File: src/rtl/ocram_two_port_arbiter_if.sv
// Bus bundle between the two Avalon-MM masters, the arbiter and the single-port OCRAM.
// slave: arbiter view; master: view of the masters and RAM around the arbiter.
interface ocram_two_port_arbiter_if #(
    parameter int ADDR_W = 10,
    parameter int DATA_W = 32,
    parameter int BE_W   = DATA_W/8
);
    logic [ADDR_W-1:0] m0_address;
    logic [BE_W-1:0]   m0_byteenable;
    logic              m0_read;
    logic              m0_write;
    logic [DATA_W-1:0] m0_writedata;
    logic              m0_waitrequest;
    logic [DATA_W-1:0] m0_readdata;
    logic              m0_readdatavalid;

    logic [ADDR_W-1:0] m1_address;
    logic [BE_W-1:0]   m1_byteenable;
    logic              m1_read;
    logic              m1_write;
    logic [DATA_W-1:0] m1_writedata;
    logic              m1_waitrequest;
    logic [DATA_W-1:0] m1_readdata;
    logic              m1_readdatavalid;

    logic [ADDR_W-1:0] ram_address;
    logic [BE_W-1:0]   ram_byteenable;
    logic              ram_chipselect;
    logic              ram_write;
    logic [DATA_W-1:0] ram_writedata;
    logic              ram_clken;
    logic [DATA_W-1:0] ram_readdata;

    modport slave (
        input  m0_address, m0_byteenable, m0_read, m0_write, m0_writedata,
        output m0_waitrequest, m0_readdata, m0_readdatavalid,
        input  m1_address, m1_byteenable, m1_read, m1_write, m1_writedata,
        output m1_waitrequest, m1_readdata, m1_readdatavalid,
        output ram_address, ram_byteenable, ram_chipselect, ram_write, ram_writedata, ram_clken,
        input  ram_readdata
    );

    modport master (
        output m0_address, m0_byteenable, m0_read, m0_write, m0_writedata,
        input  m0_waitrequest, m0_readdata, m0_readdatavalid,
        output m1_address, m1_byteenable, m1_read, m1_write, m1_writedata,
        input  m1_waitrequest, m1_readdata, m1_readdatavalid,
        input  ram_address, ram_byteenable, ram_chipselect, ram_write, ram_writedata, ram_clken,
        output ram_readdata
    );
endinterface

File: src/rtl/ocram_two_port_arbiter.sv
// Two-master arbiter in front of a single-port OCRAM: one access per clock, 1-cycle read latency.
// Define OCRAM_ARB_ROUND_ROBIN_EN for round-robin conflicts; otherwise m0 has fixed priority.
module ocram_two_port_arbiter #(
    parameter int ADDR_W = 10,
    parameter int DATA_W = 32,
    parameter int BE_W   = DATA_W/8
) (
    input  logic clk,
    input  logic reset_n,
    ocram_two_port_arbiter_if.slave bus
);
    logic              w_req0, w_req1;
    logic              w_gnt0, w_gnt1;
    logic              w_cs, w_wr, w_rd_acc;
    logic [ADDR_W-1:0] w_addr;
    logic [BE_W-1:0]   w_be;
    logic [DATA_W-1:0] w_wdata;

    // r_active is low from reset until the first edge after release; it doubles as clken
    logic              r_active;
    logic              r_pend_rd, r_pend_id;
    logic [ADDR_W-1:0] r_addr;
    logic [BE_W-1:0]   r_be;
    logic [DATA_W-1:0] r_wdata;

    assign w_req0 = bus.m0_read | bus.m0_write;
    assign w_req1 = bus.m1_read | bus.m1_write;

`ifdef OCRAM_ARB_ROUND_ROBIN_EN
    logic r_last_grant;

    always_comb begin
        w_gnt0 = 1'b0;
        w_gnt1 = 1'b0;
        if (r_active) begin
            if (w_req0 && w_req1) begin
                w_gnt0 = r_last_grant;
                w_gnt1 = ~r_last_grant;
            end else begin
                w_gnt0 = w_req0;
                w_gnt1 = w_req1;
            end
        end
    end

    always_ff @(posedge clk or negedge reset_n) begin
        if (!reset_n)
            r_last_grant <= 1'b1;
        else if (w_gnt0 || w_gnt1)
            r_last_grant <= w_gnt1;
    end
`else
    assign w_gnt0 = r_active & w_req0;
    assign w_gnt1 = r_active & w_req1 & ~w_req0;
`endif

    // Ungranted cycles keep presenting the last driven address/lanes/data
    always_comb begin
        w_addr  = r_addr;
        w_be    = r_be;
        w_wdata = r_wdata;
        if (w_gnt0) begin
            w_addr  = bus.m0_address;
            w_be    = bus.m0_byteenable;
            w_wdata = bus.m0_writedata;
        end else if (w_gnt1) begin
            w_addr  = bus.m1_address;
            w_be    = bus.m1_byteenable;
            w_wdata = bus.m1_writedata;
        end
    end

    assign w_cs     = w_gnt0 | w_gnt1;
    assign w_wr     = (w_gnt0 & bus.m0_write) | (w_gnt1 & bus.m1_write);
    // A write asserted together with a read wins; the read produces no response
    assign w_rd_acc = (w_gnt0 & bus.m0_read & ~bus.m0_write) |
                      (w_gnt1 & bus.m1_read & ~bus.m1_write);

    always_ff @(posedge clk or negedge reset_n) begin
        if (!reset_n) begin
            r_active  <= 1'b0;
            r_pend_rd <= 1'b0;
            r_pend_id <= 1'b0;
        end else begin
            r_active  <= 1'b1;
            r_pend_rd <= w_rd_acc;
            if (w_rd_acc)
                r_pend_id <= w_gnt1;
        end
    end

    always_ff @(posedge clk) begin
        if (w_cs) begin
            r_addr  <= w_addr;
            r_be    <= w_be;
            r_wdata <= w_wdata;
        end
    end

    assign bus.ram_address    = w_addr;
    assign bus.ram_byteenable = w_be;
    assign bus.ram_writedata  = w_wdata;
    assign bus.ram_chipselect = w_cs;
    assign bus.ram_write      = w_wr;
    assign bus.ram_clken      = r_active;

    assign bus.m0_waitrequest   = ~r_active | (w_req0 & ~w_gnt0);
    assign bus.m1_waitrequest   = ~r_active | (w_req1 & ~w_gnt1);
    assign bus.m0_readdatavalid = r_pend_rd & ~r_pend_id;
    assign bus.m1_readdatavalid = r_pend_rd &  r_pend_id;
    assign bus.m0_readdata      = bus.ram_readdata;
    assign bus.m1_readdata      = bus.ram_readdata;
endmodule

File: src/flat_wrapper.sv
// flat-port wrapper written by rule: the top's interface ports become plain ports
module ocram_two_port_arbiter_flat 
#(
    parameter int ADDR_W = 10,
    parameter int DATA_W = 32,
    parameter int BE_W   = DATA_W/8
)
  (clk, reset_n, bus_m0_address, bus_m0_byteenable, bus_m0_read, bus_m0_write, bus_m0_writedata, bus_m0_waitrequest, bus_m0_readdata, bus_m0_readdatavalid, bus_m1_address, bus_m1_byteenable, bus_m1_read, bus_m1_write, bus_m1_writedata, bus_m1_waitrequest, bus_m1_readdata, bus_m1_readdatavalid, bus_ram_address, bus_ram_byteenable, bus_ram_chipselect, bus_ram_write, bus_ram_writedata, bus_ram_clken, bus_ram_readdata);
  ocram_two_port_arbiter_if #(.ADDR_W(ADDR_W), .DATA_W(DATA_W), .BE_W(BE_W)) bus_i ();
  input  logic clk;
  input  logic reset_n;
  input wire logic [$bits(bus_i.m0_address)-1:0] bus_m0_address;
  input wire logic [$bits(bus_i.m0_byteenable)-1:0] bus_m0_byteenable;
  input wire logic [$bits(bus_i.m0_read)-1:0] bus_m0_read;
  input wire logic [$bits(bus_i.m0_write)-1:0] bus_m0_write;
  input wire logic [$bits(bus_i.m0_writedata)-1:0] bus_m0_writedata;
  output wire logic [$bits(bus_i.m0_waitrequest)-1:0] bus_m0_waitrequest;
  output wire logic [$bits(bus_i.m0_readdata)-1:0] bus_m0_readdata;
  output wire logic [$bits(bus_i.m0_readdatavalid)-1:0] bus_m0_readdatavalid;
  input wire logic [$bits(bus_i.m1_address)-1:0] bus_m1_address;
  input wire logic [$bits(bus_i.m1_byteenable)-1:0] bus_m1_byteenable;
  input wire logic [$bits(bus_i.m1_read)-1:0] bus_m1_read;
  input wire logic [$bits(bus_i.m1_write)-1:0] bus_m1_write;
  input wire logic [$bits(bus_i.m1_writedata)-1:0] bus_m1_writedata;
  output wire logic [$bits(bus_i.m1_waitrequest)-1:0] bus_m1_waitrequest;
  output wire logic [$bits(bus_i.m1_readdata)-1:0] bus_m1_readdata;
  output wire logic [$bits(bus_i.m1_readdatavalid)-1:0] bus_m1_readdatavalid;
  output wire logic [$bits(bus_i.ram_address)-1:0] bus_ram_address;
  output wire logic [$bits(bus_i.ram_byteenable)-1:0] bus_ram_byteenable;
  output wire logic [$bits(bus_i.ram_chipselect)-1:0] bus_ram_chipselect;
  output wire logic [$bits(bus_i.ram_write)-1:0] bus_ram_write;
  output wire logic [$bits(bus_i.ram_writedata)-1:0] bus_ram_writedata;
  output wire logic [$bits(bus_i.ram_clken)-1:0] bus_ram_clken;
  input wire logic [$bits(bus_i.ram_readdata)-1:0] bus_ram_readdata;
  assign bus_i.m0_address = bus_m0_address;
  assign bus_i.m0_byteenable = bus_m0_byteenable;
  assign bus_i.m0_read = bus_m0_read;
  assign bus_i.m0_write = bus_m0_write;
  assign bus_i.m0_writedata = bus_m0_writedata;
  assign bus_m0_waitrequest = bus_i.m0_waitrequest;
  assign bus_m0_readdata = bus_i.m0_readdata;
  assign bus_m0_readdatavalid = bus_i.m0_readdatavalid;
  assign bus_i.m1_address = bus_m1_address;
  assign bus_i.m1_byteenable = bus_m1_byteenable;
  assign bus_i.m1_read = bus_m1_read;
  assign bus_i.m1_write = bus_m1_write;
  assign bus_i.m1_writedata = bus_m1_writedata;
  assign bus_m1_waitrequest = bus_i.m1_waitrequest;
  assign bus_m1_readdata = bus_i.m1_readdata;
  assign bus_m1_readdatavalid = bus_i.m1_readdatavalid;
  assign bus_ram_address = bus_i.ram_address;
  assign bus_ram_byteenable = bus_i.ram_byteenable;
  assign bus_ram_chipselect = bus_i.ram_chipselect;
  assign bus_ram_write = bus_i.ram_write;
  assign bus_ram_writedata = bus_i.ram_writedata;
  assign bus_ram_clken = bus_i.ram_clken;
  assign bus_i.ram_readdata = bus_ram_readdata;
  ocram_two_port_arbiter #(.ADDR_W(ADDR_W), .DATA_W(DATA_W), .BE_W(BE_W)) u_core (.clk(clk), .reset_n(reset_n), .bus(bus_i));
endmodule
File: config.mk
export PLATFORM = sky130hd
export DESIGN_NAME = ocram_two_port_arbiter_flat
export DESIGN_NICKNAME = d
export VERILOG_FILES = /design/src/rtl/ocram_two_port_arbiter_if.sv /design/src/rtl/ocram_two_port_arbiter.sv /design/src/flat_wrapper.sv
export SDC_FILE = /design/constraint.sdc
export NUM_CORES = 1
export LEC_CHECK = 0
export BUFFER_PORTS_ARGS = -buffer_cell sky130_fd_sc_hd__clkbuf_2
export CORE_ASPECT_RATIO = 0.6
export CORE_MARGIN = 5
export CORE_UTILIZATION = 39
export CTS_CLUSTER_SIZE = 8
export DETAILED_ROUTE_END_ITERATION = 10
export PLACE_DENSITY_LB_ADDON = 0.05
export SETUP_SLACK_MARGIN = 0.1
export SLEW_MARGIN = 20
export SYNTH_ARGS = -nofsm -noshare
export SYNTH_HDL_FRONTEND = slang
export SYNTH_SLANG_ARGS = --single-unit
File: constraint.sdc
create_clock -name clk -period 2 [get_ports clk]
set_input_delay 0.3 -clock clk [delete_from_list [all_inputs] [get_ports clk]]
set_output_delay 0.3 -clock clk [all_outputs]
set_load 0.05 [all_outputs]
==> results of run 1 <==
[power groups by stage]
stage               Sequential [mW]  Clock (mW)  Combinational (mW)
floorplan                      1.28           0               0.991
global placement               1.29           0               0.960
detailed placement             1.29           0               0.965
CTS                            1.27       0.843                1.18
global route                   1.27       0.893                1.28
finish                         1.27       0.816                1.22
[how the worst min path moves through the flow]
stage / cells after the start / endpoint / slack [ps]
5_1_grt: 2 / u_core.r_addr[7]$_DFFE_PP_ / 330
6_report: 2 / u_core.r_pend_rd$_DFF_PN0_ / 340
3_5_place_dp: 1 / u_core.r_pend_rd$_DFF_PN0_ / 100
4_1_cts: 2 / u_core.r_pend_rd$_DFF_PN0_ / 320
2_1_floorplan: 0 / u_core.bus.ram_clken$_DFF_PN0_ / 4
3_3_place_gp: 1 / u_core.r_pend_rd$_DFF_PN0_ / 100
[state kept, by name, indices dropped and copies added, names as in the netlist]
name and flops:
u_core.r_pend_rd 1, u_core.r_be 4, u_core.r_pend_id 1, u_core.bus.ram_clken 1, u_core.r_wdata 32, u_core.r_addr 10
[critical path, cell delays in order (launching register included)]
cell,delay [ps]
dfrtp_2,440
o21a_4,150
buf_12,150
and2_0,160
a221o_2,330
clkbuf_16,180
[logic make-up after synthesis]
logic type / synth area share, %
AO/OA/AOI/OAI: 17.9
buffers and inverters: 20.3
flip-flops: 49.6
other: 0.128
AND/OR/NAND/NOR: 12.1
[through the flow]
| step | utilization (%) | cell area, um2 | power (mW) | TNS (ps) | cells |
|---|---|---|---|---|---|
| finish | 58.5 | 4270 | 3.30 | -85.4 | 454 |
| global route | 58.5 | 4270 | 3.44 | -2300 | 454 |
| CTS | 57.5 | 4190 | 3.28 | -184 | 449 |
| detailed placement | 48.6 | 3550 | 2.25 | 0 | 432 |
| global placement | 48.6 | 3550 | 2.25 | 0 | 432 |
| floorplan | - | 3000 | 2.27 | 0 | 242 |
[routing by layer]
layer	GRT usage (%)	wire, um
met1	23.4	3710
met2	21.5	3200
met3	8.09	965
met4	3.02	40
met5	0	0
[synthesized netlist by cell type]
cell type / n / area, um2
buf_6: 5 / 56.3
a21oi_1: 3 / 15.0
nand2_1: 1 / 3.75
nor2_1: 5 / 18.8
o31ai_1: 1 / 7.51
nand2b_2: 1 / 8.76
conb_1: 1 / 3.75
and2_0: 35 / 219
buf_2: 7 / 35.0
nor4_1: 1 / 6.26
o21ba_1: 1 / 10.0
nor2b_1: 2 / 12.5
and2b_1: 1 / 7.51
clkbuf_1: 1 / 3.75
o21a_2: 1 / 8.76
o41ai_4: 1 / 27.5
nor3_2: 1 / 10.0
buf_4: 65 / 488
edfxtp_1: 46 / 1380
a221o_1: 45 / 450
o21ai_1: 1 / 5.00
and2_1: 11 / 68.8
inv_2: 3 / 11.3
dfrtp_1: 3 / 75.1
[final cells by class]
type                    count  area, um2
clock buffers               5        125
multi-input cells         112        985
inverters                   3       13.8
clock inverters             3       12.5
fillers                   630       3030
repair buffers            178       1550
flip-flops and latches     49       1460
well taps                 104        130
[repair_timing]
item / in CTS / in global routing
setup endpoints to repair: 46 / 46
setup buffers: 8 / 5
gates cloned: 0 / 0
gates resized for setup: 92 / 31
hold endpoints to repair: 3 / 0
hold buffers: 1 / 0
==> results.txt, run 1 <==
Setup CP Type: flop to output pin
DR vias/cell: 4.85
Residual DRC: 0
I/O Buffers: 150
Chip Width: 122 um
critical path startpoint category: flop
FF-to-FF End: u_core.r_addr[8]$_DFFE_PP_
Clock transition at path regs: 60 ps
dpl hpwl: 5620 um
Die Ht: 77.2 um
CTS tree: done
maximum VDD drop: 290 uV
# IOs: 247
failing checks: setup timing
critical path capture point type: output pin
worst path arrival time: 1720 ps
most common cell after layout, fill and taps aside: clkbuf_2
GRT Overall Usage: 16.1%
Tcrit/Tclk final: 101%
Clock Skew: 7.23 ps
area grow syn2layout: 45.5%
Iter 0 DRT Violations: 101
DRT antenna net count: 0
Initial Utilization: 40.2%
outcome: complete, but fails checks
highest clock rate: 0.496 GHz
clk buf depth: 2
n_diodes: 0
Worst-Skew Late Latency: 290 ps
Die ar.: 0.00941 mm2
gpl congestion: 0.718
vias: 2201
Fin Hold WS: 335 ps
WL/cell: 17.4 um
Overflow after GRT: 0
YS warnings: 0
first-pass GRT wire length: 12100 um
PD cells: 773 mW/mm2
Crit Path Max Fanout: 23
max cap viols: 0
r2r setup slk: 250 ps
TritonCTS Buffers: 5
Row Count: 24
post-synthesis net count: 372
post-synth cell types: 24
htree depth: 2
sequential power share: 38.3%
Core ar.: 0.00730 mm2
Net Sw Frac: 32.0%
# nets final: 479
Pint: 2.24 mW
P_leak: 1.89 nW
final WL: 7910 um
Net Switching: 1.06 mW
Yosys reg bits: 49
syn avg cell area: 12.1 um2
setup ws final: -16.5 ps
largest net degree at the start of global routing: 47
Hold Path Class: input port to asynchronous set/reset pin
unrepaired setup endpoints after global routing: yes
max-slew violations: 0
sequential-to-total area share from yosys stat: 49.6%
Critical Path End: bus_ram_writedata[29]
Tmin final: 2020 ps
endpoints failing setup: 11
Syn Inst Count: 242
Root Driver: clkbuf_16
clk sinks: 49
worst endpoint required time: 1700 ps
part of the power in the clock network: 24.7%
layout cells sized above 1: 69.1%
Comb pwr share: 36.9%
Fin. Hold Viols: 0
vias in the first global route: 2247
initial antenna violation count: 0
Post-Place Worst Slack: 48.3 ps
drt pass-1 iters: 4
synthesized area: 0.00293 mm2
most frequent cells in the layout: clkbuf_2, edfxtp_1, a221o_2
RR Startpoint: u_core.bus.ram_clken$_DFF_PN0_
worst setup path startpoint: u_core.bus.ram_clken$_DFF_PN0_
reg2reg path depth: 6
Note: power is estimated with default switching activity, not from simulation.
==> run 2: changes to the inputs <==
- PLACE_DENSITY_LB_ADDON: 0.05 -> 0.25
==> run 2 against run 1 <==
Against the previous run:
- the run still ends with setup timing left
- non-clock buffer count rose by 6
- register-to-register slack improved by 100 ps
- total power rose by 5.6%
- first-iteration DRC count fell by 27%
- largest power group is now combinational cells
==> results.txt, run 2 (same netlist as run 1, synthesis figures left out) <==
I/O Buffers: 150 (unchanged)
Clock Skew: 3.98 ps (-3.26 ps)
Core Util, Final: 60.7% (+2.2 points)
Overflow after GRT: 0 (unchanged)
Fin. Hold Viols: 0 (unchanged)
failing checks: setup timing
Worst-Skew Late Latency: 280 ps (about the same)
max-slew violations: 0 (unchanged)
unrepaired setup endpoints after global routing: yes
n_diodes: 0 (unchanged)
Comb pwr share: 37.1% (+0.2 points)
DRT antenna net count: 0 (unchanged)
PD cells: 787 mW/mm2 (+1.8%)
most common cell after layout, fill and taps aside: clkbuf_2
# nets final: 485 (+1.3%)
CTS tree: done
Residual DRC: 0 (unchanged)
Row Count: 24 (unchanged)
worst endpoint required time: 1700 ps (about the same)
Tmin final: 2010 ps (-3.77 ps)
Iter 0 DRT Violations: 74 (-27%)
layout cells sized above 1: 74.7% (+5.6 points)
max cap viols: 0 (unchanged)
worst path arrival time: 1710 ps (about the same)
Net Switching: 1.06 mW (about the same)
DR vias/cell: 5.04 (+3.9%)
sum of negative setup slack: -23.6 ps (+61.8 ps)
Hold Path Class: input port to asynchronous set/reset pin
clk buf depth: 2 (unchanged)
vias: 2317 (+5.3%)
# IOs: 247 (unchanged)
outcome: complete, but fails checks
GRT Overall Usage: 15.9% (-0.23 points)
Die ar.: 0.00941 mm2 (unchanged)
r2r setup slk: 350 ps (+100 ps)
critical path capture point type: output pin
area grow syn2layout: 51.0%
# placed instances: 428 (-0.93%)
vias in the first global route: 2329 (+3.6%)
gpl congestion: 0.734 (+2.3%)
Root Driver: clkbuf_16
Fin Hold WS: 346 ps (+10.5 ps)
htree depth: 2 (unchanged)
part of the power in the clock network: 26.6% (+1.9 points)
Core ar.: 0.00730 mm2 (unchanged)
max reg flops: 32 (unchanged)
initial antenna violation count: 0 (unchanged)
Largest Register: u_core.r_wdata
Initial Utilization: 40.2% (unchanged)
WL/cell: 17.6 um (+0.93%)
P_leak: 1.97 nW (+4.5%)
dpl hpwl: 5310 um (-5.6%)
Chip Width: 122 um (unchanged)
drt pass-1 iters: 4 (unchanged)
top flop regs: u_core.r_wdata: 32 flops, u_core.r_addr: 10 flops, u_core.r_be: 4 flops
Crit Path Max Fanout: 12 (-48%)
highest clock rate: 0.497 GHz (+0.19%)
Setup CP Type: flop to output pin
clk sinks: 49 (unchanged)
endpoints failing setup: 5 (-6)
largest net degree at the start of global routing: 38 (-19%)
Tcrit/Tclk final: 101% (-0.19 points)
final WL: 8090 um (+2.3%)
critical path startpoint category: flop
Die Ht: 77.2 um (unchanged)
first-pass GRT wire length: 12000 um (-0.57%)
Net Sw Frac: 30.4% (-1.7 points)
maximum VDD drop: 509 uV (+75%)
TritonCTS Buffers: 5 (unchanged)
setup ws final: -12.7 ps (+3.77 ps)
reg2reg path depth: 5 (-1)
Overall Power: 3.49 mW (+5.6%)
Post-Layout Cell Count: 460 (+1.3%)
most frequent cells in the layout: clkbuf_2, edfxtp_1, a221o_2
sequential power share: 36.3% (-2.0 points)
Pint: 2.43 mW (+8.2%)
Clock transition at path regs: 60 ps (about the same)
==> run 2: path summary, 6_finish.rpt <==
kind,startpoint,end
max in group asynchronous,reset_n,u_core.bus.ram_clken$_DFF_PN0_
worst max-delay path,u_core.bus.ram_clken$_DFF_PN0_,bus_ram_address[8]
worst max register to register,u_core.bus.ram_clken$_DFF_PN0_,u_core.r_wdata[20]$_DFFE_PP_
worst min register to register,u_core.r_pend_id$_DFFE_PN0P_,u_core.r_pend_id$_DFFE_PN0P_
min in group clk,bus_m1_writedata[19],u_core.r_wdata[19]$_DFFE_PP_
worst min-delay path,reset_n,u_core.r_pend_rd$_DFF_PN0_
==> run 2: stage by stage <==
| stage | setup WS, ps | area [um2] |
|---|---|---|
| after floorplan | 119 | 3000 |
| after global placement | 75.8 | 3550 |
| after detailed placement | 67.3 | 3550 |
| after CTS | -15.5 | 4200 |
| after global routing | -59.1 | 4430 |
| final | -12.7 | 4430 |
==> run 2: routing by layer <==
layer	GRT usage (%)	wire, um	vias to the layer above	part of all wire, %
met4	3.91	56	0	0.69
met3	7.72	936	10	12
met1	21.1	3460	1094	43
li1	-	-	1071	-
met2	23.2	3640	142	45
met5	0	0	-	0
==> run 2: critical path, cell delays in order (launching register included) <==
cell       delay, ps
dfrtp_2          430
o21a_4           170
clkbuf_16        180
and2_1           150
a221o_2          340
buf_12           160
==> run 2: layout make-up <==
| class | instances | area [um2] |
|---|---|---|
| Clock buffer | 6 | 129 |
| Timing Repair Buffer | 184 | 1640 |
| Tap cell | 104 | 130 |
| Multi-Input combinational cell | 112 | 1030 |
| Clock inverter | 2 | 33.8 |
| Fill cell | 572 | 2870 |
| Sequential cell | 49 | 1460 |
| Inverter | 3 | 13.8 |
==> run 2: repair_timing <==
action / in CTS / in global routing
endpoints found under the setup margin: 46 / 47
gates resized for setup: 94 / 67
hold buffers: 1 / 0
pin swaps: 3 / 2
hold endpoints to repair: 3 / 0
cloned: 1 / 1
setup buffers: 7 / 14
==> run 2: power groups by stage <==
stage | Clock (mW) | Combinational [mW] | Sequential (mW)
finish | 0.927 | 1.29 | 1.27
global route | 1.01 | 1.35 | 1.27
global placement | 0 | 0.959 | 1.28
detailed placement | 0 | 0.965 | 1.28
floorplan | 0 | 0.991 | 1.28
CTS | 0.959 | 1.17 | 1.26
